<file path="src/rtl/mac_pkg.sv">
// Shared types and constants for the multiply-accumulate sequencer.
package mac_pkg;

    typedef enum logic [1:0] {
        IDLE  = 2'd0,
        RUN   = 2'd1,
        DRAIN = 2'd2,
        DONE  = 2'd3
    } state_t;

    localparam int OP_W         = 8;
    localparam int PROD_W       = 16;
    localparam int DRAIN_CYCLES = 2;

endpackage

</file>
<file path="src/rtl/mac_sequencer.sv">
// Runs one N-pair multiply-accumulate job through an external multiplier and
// accumulator, then reports the final sum and a sticky overflow flag.
module mac_sequencer #(
    parameter int LEN_W = 8,
    parameter int OP_W  = mac_pkg::OP_W
) (
    input  logic                clk,
    input  logic                rst,
    input  logic                start,
    input  logic [LEN_W-1:0]    cfg_len,
    input  logic                cfg_signed,
    output logic                busy,
    input  logic                op_valid,
    output logic                op_ready,
    input  logic [OP_W-1:0]     op_a,
    input  logic [OP_W-1:0]     op_b,
    output logic [OP_W-1:0]     mul_a,
    output logic [OP_W-1:0]     mul_b,
    output logic                mul_signed,
    output logic                acc_valid,
    output logic                acc_clear,
    output logic                acc_signed,
    input  logic [2*OP_W-1:0]   acc_result,
    input  logic                acc_overflow,
    output logic                done,
    output logic [2*OP_W-1:0]   result,
    output logic                ovf,
    output logic [LEN_W-1:0]    count
);
    import mac_pkg::*;

    localparam logic [1:0] DRAIN_LAST = 2'(DRAIN_CYCLES - 1);

    state_t             r_state;
    state_t             w_state_next;
    logic               w_accept;
    logic               w_hs;
    logic               w_drain_end;
    logic [LEN_W-1:0]   w_count_inc;

    logic [LEN_W-1:0]   r_len;
    logic               r_signed;
    logic               r_first;
    logic [LEN_W-1:0]   r_count;
    logic [OP_W-1:0]    r_mul_a;
    logic [OP_W-1:0]    r_mul_b;
    logic               r_acc_valid;
    logic               r_acc_clear;
    logic               r_acc_valid_d;
    logic [1:0]         r_drain_cnt;
    logic [2*OP_W-1:0]  r_result;
    logic               r_ovf;

    assign w_count_inc = r_count + LEN_W'(1);
    assign w_drain_end = (r_drain_cnt == DRAIN_LAST);

    always_ff @(posedge clk or posedge rst) begin
        if (rst) begin
            r_state <= IDLE;
        end else begin
            r_state <= w_state_next;
        end
    end

    always_comb begin
        w_state_next = r_state;
        w_accept     = 1'b0;
        w_hs         = 1'b0;
        case (r_state)
            IDLE: begin
                if (start && (cfg_len != '0)) begin
                    w_accept     = 1'b1;
                    w_state_next = RUN;
                end
            end
            RUN: begin
                w_hs = op_valid;
                if (op_valid && (w_count_inc == r_len)) begin
                    w_state_next = DRAIN;
                end
            end
            DRAIN: begin
                if (w_drain_end) begin
                    w_state_next = DONE;
                end
            end
            DONE: begin
                w_state_next = IDLE;
            end
            default: begin
                w_state_next = IDLE;
            end
        endcase
    end

    always_ff @(posedge clk or posedge rst) begin
        if (rst) begin
            r_len         <= '0;
            r_signed      <= 1'b0;
            r_first       <= 1'b0;
            r_count       <= '0;
            r_mul_a       <= '0;
            r_mul_b       <= '0;
            r_acc_valid   <= 1'b0;
            r_acc_clear   <= 1'b0;
            r_acc_valid_d <= 1'b0;
            r_drain_cnt   <= '0;
            r_result      <= '0;
            r_ovf         <= 1'b0;
        end else begin
            r_acc_valid   <= w_hs;
            r_acc_clear   <= w_hs & r_first;
            r_acc_valid_d <= r_acc_valid;
            r_drain_cnt   <= (r_state == DRAIN) ? r_drain_cnt + 2'd1 : 2'd0;

            if (w_hs) begin
                r_mul_a <= op_a;
                r_mul_b <= op_b;
                r_count <= w_count_inc;
                r_first <= 1'b0;
            end

            if (w_accept) begin
                r_len    <= cfg_len;
                r_signed <= cfg_signed;
                r_count  <= '0;
                r_ovf    <= 1'b0;
                r_result <= '0;
                r_first  <= 1'b1;
            end else begin
                // Overflow is only valid the cycle after an update strobe.
                if (r_acc_valid_d) begin
                    r_ovf <= r_ovf | acc_overflow;
                end
                if ((r_state == DRAIN) && w_drain_end) begin
                    r_result <= acc_result;
                end
            end
        end
    end

    assign busy       = (r_state != IDLE);
    assign op_ready   = (r_state == RUN);
    assign done       = (r_state == DONE);
    assign mul_a      = r_mul_a;
    assign mul_b      = r_mul_b;
    assign mul_signed = r_signed;
    assign acc_signed = r_signed;
    assign acc_valid  = r_acc_valid;
    assign acc_clear  = r_acc_clear;
    assign result     = r_result;
    assign ovf        = r_ovf;
    assign count      = r_count;

endmodule

</file>
<file path="config.mk">
export PLATFORM = sky130hd
export DESIGN_NAME = mac_sequencer
export DESIGN_NICKNAME = d
export VERILOG_FILES = /design/src/rtl/mac_pkg.sv /design/src/rtl/mac_sequencer.sv
export SDC_FILE = /design/constraint.sdc
export NUM_CORES = 1
export LEC_CHECK = 0
export ABC_AREA = 0
export CORE_MARGIN = 2
export CORE_UTILIZATION = 44
export CTS_CLUSTER_SIZE = 14
export DETAILED_ROUTE_END_ITERATION = 6
export MAX_ROUTING_LAYER = met4
export PLACE_DENSITY_LB_ADDON = 0.25
export SYNTH_ARGS = -nofsm -noshare
export SYNTH_HDL_FRONTEND = slang
export SYNTH_SLANG_ARGS = --single-unit
</file>
<file path="constraint.sdc">
create_clock -name clk -period 2.7 [get_ports clk]
set_input_delay 0.54 -clock clk [delete_from_list [all_inputs] [get_ports clk]]
set_output_delay 0.54 -clock clk [all_outputs]
set_load 0.05 [all_outputs]
</file>
# ---- Word level (Yosys, flattened, before mapping)
# Index checks and enable logic that the tools add are counted.
dict set report word_totals {
  in_bits 46
  reg_bits 58
  output_inout_bits 48
}
dict set report op_classes {
  reduce_logical 10
  mux 16
  bitwise_logic 2
  addsub 2
  n_eq_ne 8
}
# cell count
set ops {}
lappend ops {{16-bit 2-to-1 mux} 2}
lappend ops {{8-bit 2-to-1 mux} 2}
lappend ops {{8-bit by 1-bit adder with 8-bit output (second input constant)} 1}
lappend ops {{8-bit equality test} 1}
lappend ops {{2-bit 2-to-1 mux} 4}
lappend ops {{2-bit one-hot mux with 4 select lines} 1}
lappend ops {{2-bit nonzero test} 4}
lappend ops {{8-bit nonzero test} 1}
lappend ops {{1-bit 2-to-1 mux} 7}
lappend ops {{2-bit by 1-bit equality test with 1-bit output (second input constant)} 2}
lappend ops {{2-bit equality test (second input constant)} 2}
lappend ops {{2-bit inequality test (second input constant)} 2}
lappend ops {{1-bit logical AND} 3}
lappend ops {{3-bit AND reduction} 1}
lappend ops {{2-bit by 1-bit adder with 2-bit output (second input constant)} 1}
lappend ops {{2-bit zero test} 1}
lappend ops {{2-bit by 1-bit inequality test with 1-bit output (second input constant)} 1}
lappend ops {{1-bit AND} 1}
lappend ops {{1-bit bitwise OR} 1}

# ---- Depth between registers and ports, before layout
# Gate-level depths: netlist of run 1.
dict set report depth {
  ltp_word 5
  depth_mapped 8
  depth_no_buf 7
}

# ---- Worst setup path before layout of run 1
# OpenSTA, ideal clock, no wires.
dict set report synth_timing {
  path_type {reg2reg}
  start {register r_count[0] (netlist: count[0])}
  end {register r_state[1]}
  required_time_ps 2575
  t_arrival_ps 2215
  path_slack_ps 360
  path_buffers 1
  period_less_slack_ps 2340
  path_stages_with_launch 9
  path_cell_list {dfrtp_1 ha_1 and3_1 buf_4 nand3_2 and3_1 a211oi_2 a2bb2oi_2 mux2_4}
}
dict set report synth_via {
  elab_chain_len 5
}
# element line
set synth_rtl {}
lappend synth_rtl {{from (decl)} mac_sequencer.sv:44} ;# logic [LEN_W-1:0] r_count;
lappend synth_rtl {{from (signal assigned)} mac_sequencer.sv:119} ;# r_count <= w_count_inc;
lappend synth_rtl {{8-bit by 1-bit adder with 8-bit output} mac_sequencer.sv:54} ;# assign w_count_inc = r_count + LEN_W'(1);
lappend synth_rtl {{8-bit equality test} mac_sequencer.sv:78} ;# if (op_valid && (w_count_inc == r_len)) begin
lappend synth_rtl {{1-bit logical AND} mac_sequencer.sv:78}
lappend synth_rtl {{2-bit by 1-bit inequality test with 1-bit output (no line)} --}
lappend synth_rtl {{3-bit AND reduction (no line)} --}
lappend synth_rtl {{to (signal assigned)} mac_sequencer.sv:61} ;# r_state <= w_state_next;
lappend synth_rtl {{to (decl)} mac_sequencer.sv:34} ;# state_t r_state;
# No other way between the ends.
# A chain may end at the register's enable or synchronous reset.

# ---- Worst setup path in the final report of run 1
dict set report layout_timing {
  start {register r_state[1]}
  end {output busy}
}
dict set report layout_via {
  elab_chain_len 1
}
# element line
set layout_rtl {}
lappend layout_rtl {{2-bit nonzero test} mac_sequencer.sv:142} ;# assign busy = (r_state != IDLE);
lappend layout_rtl {{to (decl)} mac_sequencer.sv:12} ;# output logic busy,
# No other way between the ends.

==> results.md, run 1 <==
* Vertical extent of the die at 80.7 µm
* Total number of yosys warnings at 0
* Avg Synthesized Cell Area at 11.4 µm²
* Area fraction in and, or, nand and nor cells after synthesis at 0.134
* Time the final worst path needs with I/O delays and setup at between 2 and 2.5 ns
* Placeable core region at roughly 5600 µm²
* Number of flip-flops and latches in the synthesized netlist at 58
* Number of gates given a new drive strength after cts at 0
* Fraction of final layout cells with drive strength greater than 1 at 0.163
* Post-synthesis cell type with the largest combined area: sky130_fd_sc_hd__dfrtp_1
* Main combinational cell family by area after synthesis: simple AND/OR/NAND/NOR gates
* Vias in the first global route at 1995
* Worst slew pin tran at 1.06 ns
* Number of hold-repair buffers added at the cts stage at 0
* Max Cap Violations at 0
* Class of the most critical setup path: flop to output pin
* Number of filler cells placed in the layout at 455
* Vias post-DR at 1991
* Launch instance of the worst min-delay path: acc_valid$_DFF_PP0_
* Diode insertion count for antenna repair at 0
* Synthesized netlist net count at 280
* Wire length of the first global-routing pass at 9360 µm
* Area of the die at between 6000 and 7000 µm²
* Post-route fraction of the period consumed by the critical path at 0.924
* Outcome: completed
* Hold Vio Cnt, Final at 0
* Synthesized area at 2590 µm²
* DR WL/cell at 14.3 µm
* Top flip-flop cell by instance count after synthesis: sky130_fd_sc_hd__dfrtp_1
* Clk_lat worst skew at 0.32 ns
* Standard-cell row count at 27
* Initial core utilization at 0.462
* Total iterations of the first detailed-routing run at 4
* Kind of path behind the tightest hold check: flop to flop
* GPL Wtd Cong at 0.760
* Final global-route overflow total at 0
* Number of standard cells in the layout, taps in and fillers out at 404
* IR drop worst, VDD at 731 µV
* Net total in the final layout at 380
* Relative max-transition margin at 0.292
* Endpoint class of the critical path: output pin
* Total power divided by cell area at roughly 1300 nW/µm²
* Bufs on Longest Clock Path at 2
* Total number of clock tree sinks at 58
* CTS tree: yes
* Number of synthesized flops with an enable pin at 0
* Beginning of the worst register-to-register path: r_state[0]$_DFFE_PP0P_
* Top-level port count at 94
* Compound-gate portion of the synthesized area at 0.0667
* Total of buffers placed on input and output ports at 93
* Async SR Flop Fraction at 1.00
* Total routing usage reported by global routing at 0.198
* Inst Count DP at 388
* Detailed-route wire length at 5760 µm
* Die outline width at 80.7 µm
* CP startpoint kind: flop
* Placed wire-length estimate at ~4300 µm
* Max-slew violation count at 0
* Cell types occupying the most area after synthesis: sky130_fd_sc_hd__dfrtp_1 56%, sky130_fd_sc_hd__mux2_2 11%, sky130_fd_sc_hd__nand2_1 5.5%, sky130_fd_sc_hd__a21oi_1 4.1%, sky130_fd_sc_hd__xnor2_1 4.1%
* Sequential area share after synthesis at 0.561
* Area growth from synthesis to layout at 46.9%
* Pin count of the biggest net entering global routing at 25
* Clock transition at the register clock pins on the worst setup and hold paths after CTS at 0.06 ns
* Synth Area in XOR/XNOR at 0.0575
* Setup_tns at 0 ns
* Portion of netlist area occupied by mux cells at 0.118
* Total DRC errors in the routed layout at 0
* Critical path peak fanout at 4
* Root cell of the clock tree: sky130_fd_sc_hd__clkbuf_8
* Area share of fa/ha/maj cells after synthesis at 0.0338
* Clock buffers created by TritonCTS at 9
* Unique cell type count in the Yosys netlist at 32
* Routed via count divided by cell count at 4.93
* Required time of the worst setup path at around 2.2 ns
* Top library cells by usage in the layout, fill and taps aside: 93 x sky130_fd_sc_hd__clkdlybuf4s50_1, 58 x sky130_fd_sc_hd__dfrtp_1, 38 x sky130_fd_sc_hd__nand2_1
* Highest clock frequency the design can meet at 401 MHz
* Endpoint arrival time on the critical path at 1.96 ns
* Unrepaired setup endpoints after global routing: false
* Antenna violations before repair at 0
* Worst clock skew at 0.00242 ns
* Static power due to leakage at 1.62 nW
* Post-synth top area share at 0.561
* Most common library cell in the layout ignoring fill and taps: sky130_fd_sc_hd__clkdlybuf4s50_1
* Launching instance or port of the critical path: r_state[1]$_DFFE_PP0P_
* CTS H-Tree Depth at 3
* Remaining antenna violation count after routing at 0
* Iteration-0 DRC count of the detailed router at 70
* Final setup vio count at 0
* Setup repair bufs after CTS at 0
* Gate Count Post-Synth at around 230
[final cells by class]
type                    instances  area, µm²  area share
flip-flops and latches         58       1450       0.382
multi-input cells             152       1060       0.279
repair buffers                 99        976       0.257
clock buffers                  14        163      0.0428
well taps                      72       90.1      0.0237
clock inverters                 2       35.0     0.00921
inverters                       7       26.3     0.00691
[critical path, cell delays in order (launching register included)]
cell	delay [ns]
sky130_fd_sc_hd__dfrtp_1	0.40
sky130_fd_sc_hd__inv_1	0.10
sky130_fd_sc_hd__ha_1	0.22
sky130_fd_sc_hd__inv_1	0.10
sky130_fd_sc_hd__clkdlybuf4s50_1	0.81
[metal layers]
| layer | global-route usage | vias to the layer above | routed length [µm] |
|---|---|---|---|
| li1 | - | 962 | - |
| met5 | - | - | 0 |
| met2 | 0.303 | 55 | 2770 |
| met1 | 0.256 | 966 | 2580 |
| met3 | 0.0427 | 8 | 305 |
| met4 | 0.0864 | 0 | 97 |
[path summary, 6_finish.rpt]
kind                                            to  slack, ns  cells past startpoint
setup / recovery                              busy       0.20                      4
hold / removal             r_acc_valid_d$_DFF_PP0_       0.38                      0
setup reg to reg              r_len[5]$_DFFE_PP0P_       0.50                      5
hold reg to reg            r_acc_valid_d$_DFF_PP0_       0.38                      0
max in group asynchronous   result[14]$_DFFE_PP0P_       1.55                      3
min in group asynchronous     mul_a[3]$_DFFE_PP0P_       0.53                      2
[metrics by stage]
stage                     power (mW)  area (µm²)  hold WS [ns]   util  setup WS [ns]
after floorplan                 3.28        2590         0.409      -          0.360
after global placement          4.08        3610         0.366  0.643          0.112
after detailed placement        4.13        3610         0.373  0.643         0.0402
after CTS                       4.94        3800         0.387  0.678          0.184
after global routing            5.14        3800         0.399  0.678          0.117
final                           4.89        3800         0.380  0.678          0.205
[cell families (layout without fill, tap and decap cells)]
family          Yosys count  in the layout
xor+xnor                 17             17
fa+ha+maj                 7              7
compound gates           29             29
buf+inv                  17            122
simple gates             72             72
flops                    58             58
mux                      27             27
[flip-flops by register name, summed over array words and instances, names as in the netlist, 2 cells and up]
signal / flops
result: 16
count: 8
mul_a: 8
mul_b: 8
r_len: 8
r_drain_cnt: 2
r_state: 2
[power by group]
part	switching [mW]	leakage (nW)	internal, mW
logic	1.62	0.784	1.02
clock network	0.311	0.101	0.476
registers	0.233	0.736	1.23
[cell usage after synthesis, types with 2 or more instances]
cell and instances:
sky130_fd_sc_hd__dfrtp_1 58, sky130_fd_sc_hd__nor2_1 9, sky130_fd_sc_hd__ha_1 7, sky130_fd_sc_hd__a21oi_1 21
sky130_fd_sc_hd__or4_1 2, sky130_fd_sc_hd__nand2_1 38, sky130_fd_sc_hd__buf_4 2, sky130_fd_sc_hd__and2_1 2
sky130_fd_sc_hd__nand3_1 5, sky130_fd_sc_hd__mux2_2 25, sky130_fd_sc_hd__nor2b_1 3, sky130_fd_sc_hd__clkbuf_1 5
sky130_fd_sc_hd__xnor2_1 12, sky130_fd_sc_hd__buf_2 3, sky130_fd_sc_hd__o21ai_0 3, sky130_fd_sc_hd__or3_1 3
sky130_fd_sc_hd__and3_1 4, sky130_fd_sc_hd__inv_1 7, sky130_fd_sc_hd__xor2_1 5
No activity file was read; power rests on OpenSTA's default activity.
==> inputs of run 2 (changes only) <==
--- a/config.mk
+++ b/config.mk
@@ -8,6 +8,7 @@
 export ABC_AREA = 0
 export CORE_MARGIN = 2
 export CORE_UTILIZATION = 44
+export CTS_BUF_LIST = sky130_fd_sc_hd__clkbuf_8 sky130_fd_sc_hd__clkbuf_16
 export CTS_CLUSTER_SIZE = 14
 export DETAILED_ROUTE_END_ITERATION = 6
 export MAX_ROUTING_LAYER = met4
==> results.md, run 2 (synthesis results as in run 1) <==
* Clock buffers created by TritonCTS at 9
* Endpoint class of the critical path: output pin
* Total of buffers placed on input and output ports at between 90 and 100
* IR drop worst, VDD at 732 µV
* Placeable core region at 5610 µm²
* Cell with the largest stage delay on the worst path: sky130_fd_sc_hd__clkdlybuf4s50_1
* Outcome: completed
* Worst clock skew at 0.00267 ns
* Number of gates given a new drive strength after cts at 0
* Time the final worst path needs with I/O delays and setup at around 2.5 ns
* Relative max-transition margin at 0.293
* Part of the total power dissipated in sequential elements at 0.300
* Delay of the slowest cell on the worst path at 0.81 ns
* Class of the most critical setup path: flop to output pin
* CTS H-Tree Depth at 3
* Final setup slack of the worst path at 0.205 ns
* Vias post-DR at between 1500 and 2000
* Post-route fraction of the period consumed by the critical path at 0.924
* Sequential cell area at 1450 µm²
* Setup repair bufs after CTS at 0
* Clock transition at the register clock pins on the worst setup and hold paths after CTS at ~0.060 ns
* Final global-route overflow total at 0
* Net total in the final layout at 380
* DR WL/cell at 14.3 µm
* Area of the die at 6510 µm²
* Number of hold-repair buffers added at the cts stage at 0
* Met1 track demand over resource at 0.256
* Total DRC errors in the routed layout at 0
* Most common library cell in the layout ignoring fill and taps: sky130_fd_sc_hd__clkdlybuf4s50_1
* Detailed-route wire length at 5760 µm
* Area growth from synthesis to layout at 46.9%
* Area after detailed placement at 3610 µm²
* Hold Vio Cnt, Final at 0
* Clk_lat worst skew at 0.32 ns
* Placed wire-length estimate at ~4300 µm
* Iteration-0 DRC count of the detailed router at 70
* Final cell area excluding filler cells at 3800 µm²
* Total power divided by cell area at about 1300 nW/µm²
* Critical path peak fanout at 4
* Required time of the worst setup path at about 2.2 ns
* Setup_tns at 0 ns
* Clk network pwr share at 0.159
* Total number of clock tree sinks at 58
* Area used by multi-input combinational logic at between 1000 and 1500 µm²
* Global routing met3 resource utilization at 0.0427
* Worst slew pin tran at about 1.1 ns
* Root cell of the clock tree: sky130_fd_sc_hd__clkbuf_8
* Wire length of the first global-routing pass at 9360 µm
* Largest register FFs at 16
* Total iterations of the first detailed-routing run at 4
* Max Cap Violations at 0
* CTS tree: yes
* Endpoint arrival time on the critical path at 1.96 ns
* Pin count of the biggest net entering global routing at 25
* Proportion of power drawn by combinational gates at 0.540
* Fraction of final layout cells with drive strength greater than 1 at 0.163
* Vertical extent of the die at 80.7 µm
* Kind of path behind the tightest hold check: flop to flop
* CP cell instances: inv_1, ha_1, inv_1, clkdlybuf4s50_1
* Final setup vio count at 0
* Die outline width at 80.7 µm
* Diode insertion count for antenna repair at 0
* Routed via count divided by cell count at 4.93
* Post-Place Setup Slack at 0.0402 ns
* Top library cells by usage in the layout, fill and taps aside: 93 x sky130_fd_sc_hd__clkdlybuf4s50_1, 58 x sky130_fd_sc_hd__dfrtp_1, 38 x sky130_fd_sc_hd__nand2_1
* Standard-cell row count at 27
* Initial core utilization at 0.462
* Total routing usage reported by global routing at 0.198
* Top-level port count at 94
* CP startpoint kind: flop
* Switching part of the total power at 0.443
* Routing layer with the top usage in global route: met2
* Highest clock frequency the design can meet at 401 MHz
* GPL Wtd Cong at 0.760
* Number of filler cells placed in the layout at 455
* Max-slew violation count at 0
* Static power due to leakage at 1.63 nW
* Most frequent cell on the critical path: sky130_fd_sc_hd__inv_1
* Remaining antenna violation count after routing at 0
* Bufs on Longest Clock Path at 2
* Antenna violations before repair at 0
* Vias in the first global route at 1994
* Cell-internal power at approximately 2.7 mW
* Routing usage on met2 at 0.303
* Unrepaired setup endpoints after global routing: false
* Psw at 2.16 mW
## run 2: cell count changes in the layout (fill, tap and decap cells not counted)
cell	previous run	this run
sky130_fd_sc_hd__clkbuf_1	3	0
sky130_fd_sc_hd__inv_1	6	9
## run 2: power groups by stage
| stage | sequential (mW) | clock [mW] | combinational (mW) |
|---|---|---|---|
| finish | 1.46 | 0.777 | 2.64 |
| CTS | 1.47 | 0.797 | 2.66 |
| global route | 1.51 | 0.832 | 2.79 |
| floorplan | 2.35 | 0 | 0.937 |
| global placement | 1.46 | 0 | 2.62 |
| detailed placement | 1.48 | 0 | 2.65 |
## run 2: path summary, 6_finish.rpt
path                       slack, ns                 endpoint  cells past startpoint                    from
setup / recovery                0.20                     busy                      4  r_state[1]$_DFFE_PP0P_
setup reg to reg                0.50     r_len[5]$_DFFE_PP0P_                      5  r_state[0]$_DFFE_PP0P_
hold / removal                  0.38  r_acc_valid_d$_DFF_PP0_                      0     acc_valid$_DFF_PP0_
max in group asynchronous       1.55   result[14]$_DFFE_PP0P_                      3                     rst
min in group asynchronous       0.53     mul_a[3]$_DFFE_PP0P_                      2                     rst
hold reg to reg                 0.38  r_acc_valid_d$_DFF_PP0_                      0     acc_valid$_DFF_PP0_
## run 2: per-layer routing
| metal | part of all wire | vias up |
|---|---|---|
| li1 | - | 962 |
| met2 | 0.48 | 55 |
| met5 | 0 | - |
| met4 | 0.017 | 0 |
| met1 | 0.45 | 966 |
| met3 | 0.053 | 8 |
## run 2: area by class of cell
cell class,instances,area share
sequential,58,0.382
inverter,7,0.00691
clock inverter,5,0.0122
tap,72,0.0237
multi-input combinational,152,0.279
timing repair buffer,99,0.257
clock buffer,11,0.0398
## run 2: per-stage QoR
step	utilization	power [mW]	hold WS, ns	std cells
floorplan	-	3.28	0.409	227
global placement	0.643	4.08	0.366	388
detailed placement	0.643	4.13	0.373	388
CTS	0.678	4.93	0.387	404
global route	0.678	5.13	0.399	404
finish	0.678	4.88	0.380	404
## run 2: worst max-delay path, delay by kind of cell (launching register included)
family     cells  cell delay [ns]
buf+inv        3             1.01
fa+ha+maj      1             0.22
flops          1             0.40
==> inputs of run 3 (changes only) <==
--- a/config.mk
+++ b/config.mk
@@ -11,7 +11,6 @@
 export CTS_BUF_LIST = sky130_fd_sc_hd__clkbuf_8 sky130_fd_sc_hd__clkbuf_16
 export CTS_CLUSTER_SIZE = 14
 export DETAILED_ROUTE_END_ITERATION = 6
-export MAX_ROUTING_LAYER = met4
 export PLACE_DENSITY_LB_ADDON = 0.25
 export SYNTH_ARGS = -nofsm -noshare
 export SYNTH_HDL_FRONTEND = slang
==> results.md, run 3 (synthesis results as in run 1) <==
* Outcome: completed
* Part of the total power dissipated in sequential elements at 0.300
* Critical path peak fanout at 4
* IR drop worst, VDD at 732 µV
* Total DRC errors in the routed layout at 0
* Top library cells by usage in the layout, fill and taps aside: 93 x sky130_fd_sc_hd__clkdlybuf4s50_1, 58 x sky130_fd_sc_hd__dfrtp_1, 38 x sky130_fd_sc_hd__nand2_1
* Switching part of the total power at 0.443
* Number of gates given a new drive strength after cts at 0
* Max Cap Violations at 0
* Routed via count divided by cell count at 4.94
* Vias post-DR at 1997
* Logic depth of the worst register-to-register path at 5
* Remaining antenna violation count after routing at 0
* Clk network pwr share at 0.160
* Psw at 2.16 mW
* Setup repair bufs after CTS at 0
* Cell-internal power at 2.72 mW
* Hold Path Stages at 0
* Clock transition at the register clock pins on the worst setup and hold paths after CTS at 0.06 ns
* CP startpoint kind: flop
* Total power divided by cell area at 1280 nW/µm²
* Final global-route overflow total at 0
* Area of the die at 6510 µm²
* Static power due to leakage at 1.63 nW
* Vertical extent of the die at 80.7 µm
* Largest register FFs at 16
* Standard-cell row count at 27
* Endpoint class of the critical path: output pin
* Total iterations of the first detailed-routing run at 4
* Detailed-route wire length at 5740 µm
* Time the final worst path needs with I/O delays and setup at ~2.5 ns
* Final setup vio count at 0
* Net total in the final layout at 380
* Vias in the first global route at 1991
* Worst slew pin tran at 1.04 ns
* Fraction of final layout cells with drive strength greater than 1 at 0.163
* DR WL/cell at ~14 µm
* Placed wire-length estimate at 4260 µm
* Max-slew violation count at 0
* Kind of path behind the tightest hold check: flop to flop
* Class of the most critical setup path: flop to output pin
* Highest clock frequency the design can meet at between 400 and 500 MHz
* Clock buffers created by TritonCTS at 9
* Post-route total power at 4.88 mW
* Bufs on Longest Clock Path at 2
* Initial core utilization at 0.462
* Most common library cell in the layout ignoring fill and taps: sky130_fd_sc_hd__clkdlybuf4s50_1
* Endpoint arrival time on the critical path at 1.95 ns
* Total of buffers placed on input and output ports at 93
* Number of filler cells placed in the layout at between 400 and 500
* Diode insertion count for antenna repair at 0
* WHS at about 0.38 ns
* GPL Wtd Cong at 0.751
* Number of hold-repair buffers added at the cts stage at 0
* Placeable core region at about 5600 µm²
* Top-level port count at 94
* Area growth from synthesis to layout at 46.9%
* Setup_tns at 0 ns
* Antenna violations before repair at 0
* Total routing usage reported by global routing at 0.192
* Proportion of power drawn by combinational gates at 0.540
* CTS tree: yes
* Wire length of the first global-routing pass at between 9000 and 10000 µm
* Required time of the worst setup path at 2.16 ns
* Clk_lat worst skew at 0.32 ns
* Die outline width at approximately 80 µm
* Unrepaired setup endpoints after global routing: false
* Total number of clock tree sinks at 58
* Pin count of the biggest net entering global routing at 25
* Hold Vio Cnt, Final at 0
* Worst clock skew at 0.00307 ns
* Relative max-transition margin at 0.304
* Post-route fraction of the period consumed by the critical path at 0.924
* Root cell of the clock tree: sky130_fd_sc_hd__clkbuf_8
* CTS H-Tree Depth at 3
* Iteration-0 DRC count of the detailed router at 72
==> run 3: cell counts in the layout (fill, tap and decap cells not counted) <==
Identical to the previous run, type by type.
==> run 3: metal layers <==
layer  wire length [µm]  global-route usage
met3                283              0.0461
met2               2770               0.303
met4                 97              0.0864
met5                  0                   0
met1               2590               0.253
==> run 3: worst paths after layout <==
kind,start,end,slack (ns)
min in group asynchronous,rst,mul_a[3]$_DFFE_PP0P_,0.53
setup / recovery,r_state[1]$_DFFE_PP0P_,busy,0.21
hold reg to reg,acc_valid$_DFF_PP0_,r_acc_valid_d$_DFF_PP0_,0.38
setup reg to reg,r_state[0]$_DFFE_PP0P_,r_len[5]$_DFFE_PP0P_,0.52
max in group asynchronous,rst,result[14]$_DFFE_PP0P_,1.55
hold / removal,acc_valid$_DFF_PP0_,r_acc_valid_d$_DFF_PP0_,0.38
==> run 3: stage by stage <==
step / worst slack (ns) / utilization / instances / cell area, µm²
after CTS: 0.184 / 0.678 / 404 / 3800
after detailed placement: 0.0402 / 0.643 / 388 / 3610
after global routing: 0.117 / 0.678 / 404 / 3800
final: 0.205 / 0.678 / 404 / 3800
after global placement: 0.112 / 0.643 / 388 / 3610
after floorplan: 0.360 / - / 227 / 2590
==> run 3: critical path, cell delays in order, from the launching register on <==
cell and delay, ns:
sky130_fd_sc_hd__dfrtp_1 0.40, sky130_fd_sc_hd__inv_1 0.10, sky130_fd_sc_hd__ha_1 0.22, sky130_fd_sc_hd__inv_1 0.10, sky130_fd_sc_hd__clkdlybuf4s50_1 0.81
==> run 3: area by class of cell <==
type                    instances  area (µm²)  area share
flip-flops and latches         58        1450       0.382
multi-input cells             152        1060       0.279
inverters                       7        26.3     0.00691
repair buffers                 99         976       0.257
clock buffers                  11         151      0.0398
clock inverters                 5        46.3      0.0122
well taps                      72        90.1      0.0237
==> run 3: power by group through the flow <==
stage                     clock network (mW)  registers (mW)  logic [mW]
after detailed placement                   0            1.48        2.65
final                                  0.778            1.46        2.64
after global placement                     0            1.46        2.62
after global routing                   0.832            1.51        2.79
after floorplan                            0            2.35       0.937
after CTS                              0.797            1.47        2.66
